File: src/rtl/exec_unit_pkg.sv
// Shared constants for the exec_unit slice: field sizes, opcodes, ALU operations
// and the control-state enum.
package exec_unit_pkg;

  localparam int WORD_SIZE_DEF = 16;
  localparam int BYTE_SIZE_DEF = 8;
  localparam int NIB_SIZE_DEF  = 4;

  // Opcodes with bit 3 clear; bit 3 set selects the ALU class
  localparam logic [3:0] OP_NOP    = 4'h0;
  localparam logic [3:0] OP_LOADLO = 4'h1;
  localparam logic [3:0] OP_IN     = 4'h2;
  localparam logic [3:0] OP_OUT    = 4'h3;
  localparam logic [3:0] OP_JMP    = 4'h4;
  localparam logic [3:0] OP_BR     = 4'h5;

  localparam logic [2:0] ALU_ADD = 3'd0;
  localparam logic [2:0] ALU_SUB = 3'd1;
  localparam logic [2:0] ALU_AND = 3'd2;
  localparam logic [2:0] ALU_OR  = 3'd3;
  localparam logic [2:0] ALU_XOR = 3'd4;
  localparam logic [2:0] ALU_SHL = 3'd5;
  localparam logic [2:0] ALU_SHR = 3'd6;
  localparam logic [2:0] ALU_NOT = 3'd7;

  typedef enum logic [2:0] {
    ST_FETCH    = 3'd0,
    ST_REGLOAD  = 3'd1,
    ST_ALUOP    = 3'd2,
    ST_MEMLOAD  = 3'd3,
    ST_MEMSTORE = 3'd4,
    ST_REGSTORE = 3'd5,
    ST_NEXT     = 3'd6
  } ctrl_state_e;

endpackage

File: src/rtl/exec_unit_if.sv
// Bundle of decode outputs, phase strobes and datapath values between exec_unit
// and the rest of the core; state is a debug view of the control sequencer.
interface exec_unit_if #(
  parameter int WORD_SIZE = exec_unit_pkg::WORD_SIZE_DEF,
  parameter int BYTE_SIZE = exec_unit_pkg::BYTE_SIZE_DEF,
  parameter int NIB_SIZE  = exec_unit_pkg::NIB_SIZE_DEF
);
  // No valid/ready handshake: each do_* strobe is a one-cycle qualifier, at most one high per cycle.
  logic [WORD_SIZE-1:0]       instr;
  logic [WORD_SIZE-1:0]       regval1;
  logic [WORD_SIZE-1:0]       regval2;
  logic [WORD_SIZE-1:0]       portin;
  logic [NIB_SIZE-1:0]        opcode;
  logic [NIB_SIZE-1:0]        reg1;
  logic [NIB_SIZE-1:0]        reg2;
  logic [NIB_SIZE-1:0]        reg3;
  logic [NIB_SIZE-1:0]        smallval;
  logic [BYTE_SIZE-1:0]       bigval;
  logic                       isaluop;
  logic [2:0]                 aluop;
  logic                       do_fetch;
  logic                       do_regload;
  logic                       do_aluop;
  logic                       do_memload;
  logic                       do_memstore;
  logic                       do_regstore;
  logic                       do_next;
  logic [WORD_SIZE-1:0]       aluout;
  logic [WORD_SIZE-1:0]       storeval;
  logic [WORD_SIZE-1:0]       pointer_adj;
  exec_unit_pkg::ctrl_state_e state;

  modport slave (
    input  instr, regval1, regval2, portin,
    output opcode, reg1, reg2, reg3, smallval, bigval, isaluop, aluop,
    output do_fetch, do_regload, do_aluop, do_memload, do_memstore, do_regstore, do_next,
    output aluout, storeval, pointer_adj, state
  );

  modport master (
    output instr, regval1, regval2, portin,
    input  opcode, reg1, reg2, reg3, smallval, bigval, isaluop, aluop,
    input  do_fetch, do_regload, do_aluop, do_memload, do_memstore, do_regstore, do_next,
    input  aluout, storeval, pointer_adj, state
  );
endinterface

File: src/rtl/exec_alu.sv
// Combinational ALU for exec_unit: eight operations on two WIDTH-bit operands,
// shifts take their amount from the low SHAMT_W bits of in2.
module exec_alu
  import exec_unit_pkg::*;
#(
  parameter int WIDTH   = WORD_SIZE_DEF,
  parameter int SHAMT_W = NIB_SIZE_DEF
) (
  input  logic [2:0]       op_i,
  input  logic [WIDTH-1:0] in1_i,
  input  logic [WIDTH-1:0] in2_i,
  output logic [WIDTH-1:0] result_o
);

  always_comb begin
    result_o = '0;
    case (op_i)
      ALU_ADD: result_o = in1_i + in2_i;
      ALU_SUB: result_o = in1_i - in2_i;
      ALU_AND: result_o = in1_i & in2_i;
      ALU_OR:  result_o = in1_i | in2_i;
      ALU_XOR: result_o = in1_i ^ in2_i;
      ALU_SHL: result_o = in1_i << in2_i[SHAMT_W-1:0];
      ALU_SHR: result_o = in1_i >> in2_i[SHAMT_W-1:0];
      ALU_NOT: result_o = ~in1_i;
      default: result_o = '0;
    endcase
  end

endmodule

File: src/rtl/exec_unit.sv
// Instruction decode and seven-phase control sequencer with registered ALU result.
// Build option: define EXEC_BRANCH_EN to enable conditional branch (BR); otherwise BR is a NOP.
module exec_unit
  import exec_unit_pkg::*;
#(
  parameter int WORD_SIZE = WORD_SIZE_DEF,
  parameter int BYTE_SIZE = BYTE_SIZE_DEF,
  parameter int NIB_SIZE  = NIB_SIZE_DEF
) (
  input  logic       clk,
  input  logic       do_reset,
  exec_unit_if.slave bus
);

  logic [NIB_SIZE-1:0]  opcode;
  logic [BYTE_SIZE-1:0] bigval;
  logic                 isaluop;
  logic [WORD_SIZE-1:0] alu_result;
  logic [WORD_SIZE-1:0] aluout_q;
  logic [WORD_SIZE-1:0] bigval_sext;
  logic [WORD_SIZE-1:0] bigval_zext;
  logic [WORD_SIZE-1:0] one_word;
  logic                 branch_taken;
  logic                 writes_reg;
  ctrl_state_e          state_q, state_d;
  logic                 fetch, regload, aluop_en, memload, memstore, regstore, next;

  assign opcode  = bus.instr[4*NIB_SIZE-1 -: NIB_SIZE];
  assign bigval  = bus.instr[BYTE_SIZE-1:0];
  assign isaluop = opcode[NIB_SIZE-1];

  assign bus.opcode   = opcode;
  assign bus.reg1     = bus.instr[3*NIB_SIZE-1 -: NIB_SIZE];
  assign bus.reg2     = bus.instr[2*NIB_SIZE-1 -: NIB_SIZE];
  assign bus.reg3     = bus.instr[NIB_SIZE-1:0];
  assign bus.smallval = bus.instr[NIB_SIZE-1:0];
  assign bus.bigval   = bigval;
  assign bus.isaluop  = isaluop;
  assign bus.aluop    = opcode[2:0];

  exec_alu #(
    .WIDTH   (WORD_SIZE),
    .SHAMT_W (NIB_SIZE)
  ) u_alu (
    .op_i     (opcode[2:0]),
    .in1_i    (bus.regval1),
    .in2_i    (bus.regval2),
    .result_o (alu_result)
  );

  assign writes_reg = isaluop || (opcode == OP_LOADLO) || (opcode == OP_IN);

  always_ff @(posedge clk) begin
    if (do_reset) begin
      state_q  <= ST_FETCH;
      aluout_q <= '0;
    end else begin
      state_q <= state_d;
      if (aluop_en) aluout_q <= alu_result;
    end
  end

  // Every phase occupies one cycle whether or not its strobe qualifies; reset silences all strobes.
  always_comb begin
    state_d  = state_q;
    fetch    = 1'b0;
    regload  = 1'b0;
    aluop_en = 1'b0;
    memload  = 1'b0;
    memstore = 1'b0;
    regstore = 1'b0;
    next     = 1'b0;
    if (!do_reset) begin
      case (state_q)
        ST_FETCH:    begin fetch    = 1'b1;                 state_d = ST_REGLOAD;  end
        ST_REGLOAD:  begin regload  = 1'b1;                 state_d = ST_ALUOP;    end
        ST_ALUOP:    begin aluop_en = isaluop;              state_d = ST_MEMLOAD;  end
        ST_MEMLOAD:  begin memload  = (opcode == OP_IN);    state_d = ST_MEMSTORE; end
        ST_MEMSTORE: begin memstore = (opcode == OP_OUT);   state_d = ST_REGSTORE; end
        ST_REGSTORE: begin regstore = writes_reg;           state_d = ST_NEXT;     end
        ST_NEXT:     begin next     = 1'b1;                 state_d = ST_FETCH;    end
        default:     begin                                  state_d = ST_FETCH;    end
      endcase
    end
  end

  assign bus.do_fetch    = fetch;
  assign bus.do_regload  = regload;
  assign bus.do_aluop    = aluop_en;
  assign bus.do_memload  = memload;
  assign bus.do_memstore = memstore;
  assign bus.do_regstore = regstore;
  assign bus.do_next     = next;
  assign bus.aluout      = aluout_q;
  assign bus.state       = state_q;

`ifdef EXEC_BRANCH_EN
  assign branch_taken = (opcode == OP_BR) && (bus.regval1 != '0);
`else
  assign branch_taken = 1'b0;
`endif

  assign bigval_sext = {{(WORD_SIZE-BYTE_SIZE){bigval[BYTE_SIZE-1]}}, bigval};
  assign bigval_zext = {{(WORD_SIZE-BYTE_SIZE){1'b0}}, bigval};
  assign one_word    = {{(WORD_SIZE-1){1'b0}}, 1'b1};

  assign bus.pointer_adj = ((opcode == OP_JMP) || branch_taken) ? bigval_sext : one_word;

  always_comb begin
    bus.storeval = aluout_q;
    if (opcode == OP_LOADLO)  bus.storeval = bigval_zext;
    else if (opcode == OP_IN) bus.storeval = bus.portin;
  end

endmodule

File: src/flat_wrapper.sv
// flat-port wrapper written by rule: the top's interface ports become plain ports
module exec_unit_flat import exec_unit_pkg::*;
#(
  parameter int WORD_SIZE = WORD_SIZE_DEF,
  parameter int BYTE_SIZE = BYTE_SIZE_DEF,
  parameter int NIB_SIZE  = NIB_SIZE_DEF
)
  (clk, do_reset, bus_instr, bus_regval1, bus_regval2, bus_portin, bus_opcode, bus_reg1, bus_reg2, bus_reg3, bus_smallval, bus_bigval, bus_isaluop, bus_aluop, bus_do_fetch, bus_do_regload, bus_do_aluop, bus_do_memload, bus_do_memstore, bus_do_regstore, bus_do_next, bus_aluout, bus_storeval, bus_pointer_adj, bus_state);
  exec_unit_if #(.WORD_SIZE(WORD_SIZE), .BYTE_SIZE(BYTE_SIZE), .NIB_SIZE(NIB_SIZE)) bus_i ();
  input  logic clk;
  input  logic do_reset;
  input wire logic [$bits(bus_i.instr)-1:0] bus_instr;
  input wire logic [$bits(bus_i.regval1)-1:0] bus_regval1;
  input wire logic [$bits(bus_i.regval2)-1:0] bus_regval2;
  input wire logic [$bits(bus_i.portin)-1:0] bus_portin;
  output wire logic [$bits(bus_i.opcode)-1:0] bus_opcode;
  output wire logic [$bits(bus_i.reg1)-1:0] bus_reg1;
  output wire logic [$bits(bus_i.reg2)-1:0] bus_reg2;
  output wire logic [$bits(bus_i.reg3)-1:0] bus_reg3;
  output wire logic [$bits(bus_i.smallval)-1:0] bus_smallval;
  output wire logic [$bits(bus_i.bigval)-1:0] bus_bigval;
  output wire logic [$bits(bus_i.isaluop)-1:0] bus_isaluop;
  output wire logic [$bits(bus_i.aluop)-1:0] bus_aluop;
  output wire logic [$bits(bus_i.do_fetch)-1:0] bus_do_fetch;
  output wire logic [$bits(bus_i.do_regload)-1:0] bus_do_regload;
  output wire logic [$bits(bus_i.do_aluop)-1:0] bus_do_aluop;
  output wire logic [$bits(bus_i.do_memload)-1:0] bus_do_memload;
  output wire logic [$bits(bus_i.do_memstore)-1:0] bus_do_memstore;
  output wire logic [$bits(bus_i.do_regstore)-1:0] bus_do_regstore;
  output wire logic [$bits(bus_i.do_next)-1:0] bus_do_next;
  output wire logic [$bits(bus_i.aluout)-1:0] bus_aluout;
  output wire logic [$bits(bus_i.storeval)-1:0] bus_storeval;
  output wire logic [$bits(bus_i.pointer_adj)-1:0] bus_pointer_adj;
  output wire logic [$bits(bus_i.state)-1:0] bus_state;
  assign bus_i.instr = bus_instr;
  assign bus_i.regval1 = bus_regval1;
  assign bus_i.regval2 = bus_regval2;
  assign bus_i.portin = bus_portin;
  assign bus_opcode = bus_i.opcode;
  assign bus_reg1 = bus_i.reg1;
  assign bus_reg2 = bus_i.reg2;
  assign bus_reg3 = bus_i.reg3;
  assign bus_smallval = bus_i.smallval;
  assign bus_bigval = bus_i.bigval;
  assign bus_isaluop = bus_i.isaluop;
  assign bus_aluop = bus_i.aluop;
  assign bus_do_fetch = bus_i.do_fetch;
  assign bus_do_regload = bus_i.do_regload;
  assign bus_do_aluop = bus_i.do_aluop;
  assign bus_do_memload = bus_i.do_memload;
  assign bus_do_memstore = bus_i.do_memstore;
  assign bus_do_regstore = bus_i.do_regstore;
  assign bus_do_next = bus_i.do_next;
  assign bus_aluout = bus_i.aluout;
  assign bus_storeval = bus_i.storeval;
  assign bus_pointer_adj = bus_i.pointer_adj;
  assign bus_state = bus_i.state;
  exec_unit #(.WORD_SIZE(WORD_SIZE), .BYTE_SIZE(BYTE_SIZE), .NIB_SIZE(NIB_SIZE)) u_core (.clk(clk), .do_reset(do_reset), .bus(bus_i));
endmodule
File: config.mk
export PLATFORM = sky130hd
export DESIGN_NAME = exec_unit_flat
export DESIGN_NICKNAME = d
export VERILOG_FILES = /design/src/rtl/exec_unit_pkg.sv /design/src/rtl/exec_unit_if.sv /design/src/rtl/exec_alu.sv /design/src/rtl/exec_unit.sv /design/src/flat_wrapper.sv
export SDC_FILE = /design/constraint.sdc
export NUM_CORES = 1
export LEC_CHECK = 0
export CORE_ASPECT_RATIO = 1.1
export CORE_UTILIZATION = 30
export CTS_BUF_LIST = sky130_fd_sc_hd__clkbuf_8 sky130_fd_sc_hd__clkbuf_16
export CTS_CLUSTER_DIAMETER = 200
export CTS_CLUSTER_SIZE = 10
export DETAILED_ROUTE_END_ITERATION = 8
export SLEW_MARGIN = 25
export SYNTH_ARGS = -nofsm -noshare
export SYNTH_HDL_FRONTEND = slang
export SYNTH_SLANG_ARGS = --single-unit
File: constraint.sdc
create_clock -name clk -period 5.1 [get_ports clk]
set_clock_uncertainty 0.15 [all_clocks]
set_input_delay 1.53 -clock clk [delete_from_list [all_inputs] [get_ports clk]]
set_output_delay 1.53 -clock clk [all_outputs]
set_load 0.03 [all_outputs]
==> results.json, run 1 <==
{
  "io_buffers": 147,
  "die_w_um": 122,
  "fin_crit_sh": 0.973,
  "place.gp.congestion": 1.01,
  "total_power_uw": 948,
  "final_util": 0.415,
  "core_area_um2": 15600,
  "start_util": 0.306,
  "drt-initial-drc-count": 494,
  "syn_avg_cell_area_um2": 7.16,
  "cp.buffers_inverters": 5,
  "post-dp-hpwl_um": 15400,
  "yosys-top-cells-count": "nand2_1 (69), nor2_1 (67), a21oi_1 (57)",
  "drt-wirelength-per-cell_um": 18.7,
  "clk-insertion-delay-late_ns": 0.25,
  "drt_first_pass_iters": 5,
  "p_leak_nw": 2.76,
  "grt-ovfl-total": 0,
  "synth.largest_area_cell": "ha_1",
  "vias": 5494,
  "area_growth_pct": 35.7,
  "h-tree-depth": 1,
  "ir_drop_mv": 0.103,
  "antenna_cells": 0,
  "slowest_stage": "clkdlybuf4s50_1",
  "drv_cap": 0,
  "clock.fmax_ghz": 0.202,
  "clockBufferDepth": 2,
  "dieArea_um2": 16400,
  "yosysWarnings": 0,
  "hold_viol": 0,
  "cp_top_family": "buffers and inverters",
  "yosysMostFrequentCell": "nand2_1",
  "ios": 156,
  "worst_slew_pin_slew_ns": 0.701,
  "synth-seq-area-share": 0.0797,
  "cts_root_buffer": "clkbuf_16",
  "synthCells": 667,
  "setup_viol": 0,
  "via_per_inst": 5.47,
  "synth_area_leaders": "ha_1 (13%), dfxtp_1 (8.0%), buf_4 (7.2%)",
  "cp.arrival_ns": 3.28,
  "synth_nets": 783,
  "clock-sinks": 19,
  "cp-start-kind": "primary input",
  "dieHeight_um": 134,
  "worstSetupEndpointType": "output port",
  "period_needed_ns": 4.96,
  "grt_pass1_vias": 5130,
  "drc": 0,
  "cts_buffers": 3,
  "cts_tree": "built",
  "synth-seq-cells": 19,
  "crit_type": "in -> out",
  "grt_start_max_net_pins": 45,
  "drv_slew": 0,
  "syn_area_um2": 4770,
  "grt_pass1_wl_um": 28400,
  "core.rowCount": 48,
  "critPathRequiredTime_ns": 3.42,
  "slew_headroom": 0.521,
  "fillers": 1667,
  "crit_chain": "clkdlybuf4s50_1 -> buf_4 -> nor2b_2 -> nand2b_1 -> nor2_2 -> buf_6 -> buf_6 -> nand2_1 -> o21ai_0 -> buf_4",
  "cp_max_fo": 13,
  "powerDensity_nw_per_um2": 146,
  "antenna_found_initial": 0,
  "ys_types": 75,
  "final_nets": 922,
  "path_clk_slew_ns": 0.05,
  "drive_above_1_share": 0.178,
  "routed_wl_um": 18800,
  "grt_usage": 0.224,
  "status": "complete, no violations",
  "critPathMaxStageDelay_ns": 0.49,
  "min_path_type": "reg -> reg",
  "synthFlopType": "dfxtp_1",
  "synth_top_cell_area_share": 0.128,
  "postRouteAntennaNets": 0,
  "synthArstFlopShare": 0,
  "synth_enable_flop_cells": 0,
  "post_cts_buffers": 0
}
-- power breakdown --
group / switching [mW] / total [mW] / internal, mW / leakage [nW]
Combinational: 0.354 / 0.624 / 0.270 / 2.56
Clock: 0.0570 / 0.162 / 0.105 / 0.0409
Sequential: 0.00748 / 0.162 / 0.154 / 0.154
Total: 0.418 / 0.948 / 0.530 / 2.76
-- final cells by class --
| class | count | area, um2 | share of cell area |
|---|---|---|---|
| well taps | 200 | 250 | 0.0386 |
| flip-flops and latches | 19 | 380 | 0.0587 |
| repair buffers | 213 | 1880 | 0.291 |
| clock inverters | 1 | 5.00 | 0.000773 |
| inverters | 40 | 150 | 0.0232 |
| multi-input cells | 529 | 3730 | 0.576 |
| clock buffers | 3 | 75.1 | 0.0116 |
-- state kept, by name, summed over array words and instances, names as in the netlist --
| signal | cells |
|---|---|
| u_core.bus.aluout | 16 |
| u_core.bus.state | 3 |
-- routing by layer --
layer  track usage  share of wire  vias to the layer above
met5             0              0                        -
met4        0.0928          0.038                        0
met3        0.0213          0.085                       30
met2         0.374           0.46                      294
met1         0.291           0.42                     2514
li1              -              -                     2656
-- final timing paths --
kind,from,to,slack [ns],cells past startpoint
setup / recovery,bus_instr[13],bus_storeval[1],0.14,10
hold reg to reg,u_core.bus.aluout[1],u_core.bus.aluout[1],0.34,2
setup reg to reg,u_core.bus.state[1],u_core.bus.aluout[15],2.69,8
hold / removal,u_core.bus.aluout[1],u_core.bus.aluout[1],0.34,2
-- cell families (layout without fill, tap and decap cells) --
family	count (synthesis)	count (layout)	share of synthesized area
AOI/OAI and AO/OA	197	197	0.285
and+or+nand+nor	213	213	0.208
xor gates and xnor gates	28	28	0.0514
DFF	19	19	0.0797
buffers and inverters	119	257	0.142
muxes	41	41	0.102
adders and majority gates	50	50	0.133
-- tightest hold or removal path, cell delays in order, from the launching register on --
cell	delay [ns]
dfxtp_1	0.33
nand2_1	0.06
a21oi_1	0.05
-- layout by cell type, fill, tap and decap left out, drive strengths merged, types with 3 or more instances in the layout --
cell type,n
clkbuf,3
o21ai,29
mux2i,33
a21oi,63
clkdlybuf4s50,104
or2,3
dfxtp,19
ha,49
xnor2,22
o211ai,10
a41oi,3
nor4,6
a22o,3
mux2,4
nand3,12
a211oi,17
nand2b,12
nand2,69
a31oi,7
nor2,71
o22ai,11
o41ai,4
and2,10
a21o,4
o31ai,4
a221oi,11
mux4,4
and3,5
nor3,16
a311oi,4
nor2b,5
buf,101
dlygate4sd2,8
inv,40
o311ai,3
xor2,6
a211o,3
-- per-stage QoR --
stage               cells  hold slack, ns  area (um2)  TNS [ns]  setup slack, ns
global route         1005           0.372        6480    -0.128          -0.0554
CTS                  1005           0.357        6460         0           0.0661
global placement     1001           0.348        6380     -1.07           -0.142
detailed placement   1001           0.350        6380     -1.28           -0.143
finish               1005           0.343        6480         0            0.138
floorplan             667           0.443        4770         0           0.0523
-- what timing repair did --
| action | in CTS | in global routing |
|---|---|---|
| setup endpoints to repair | 17 | 15 |
| hold buffers | 0 | 0 |
| resized for setup | 10 | 6 |
| gates cloned | 0 | 0 |
Note: power is estimated with default switching activity, not from simulation.
==> inputs of run 2 (changes only) <==
- SLEW_MARGIN: 25 -> 5
==> results of run 2 <==
Same layout as run 1: the final DEF is identical, and so are final timing and power.
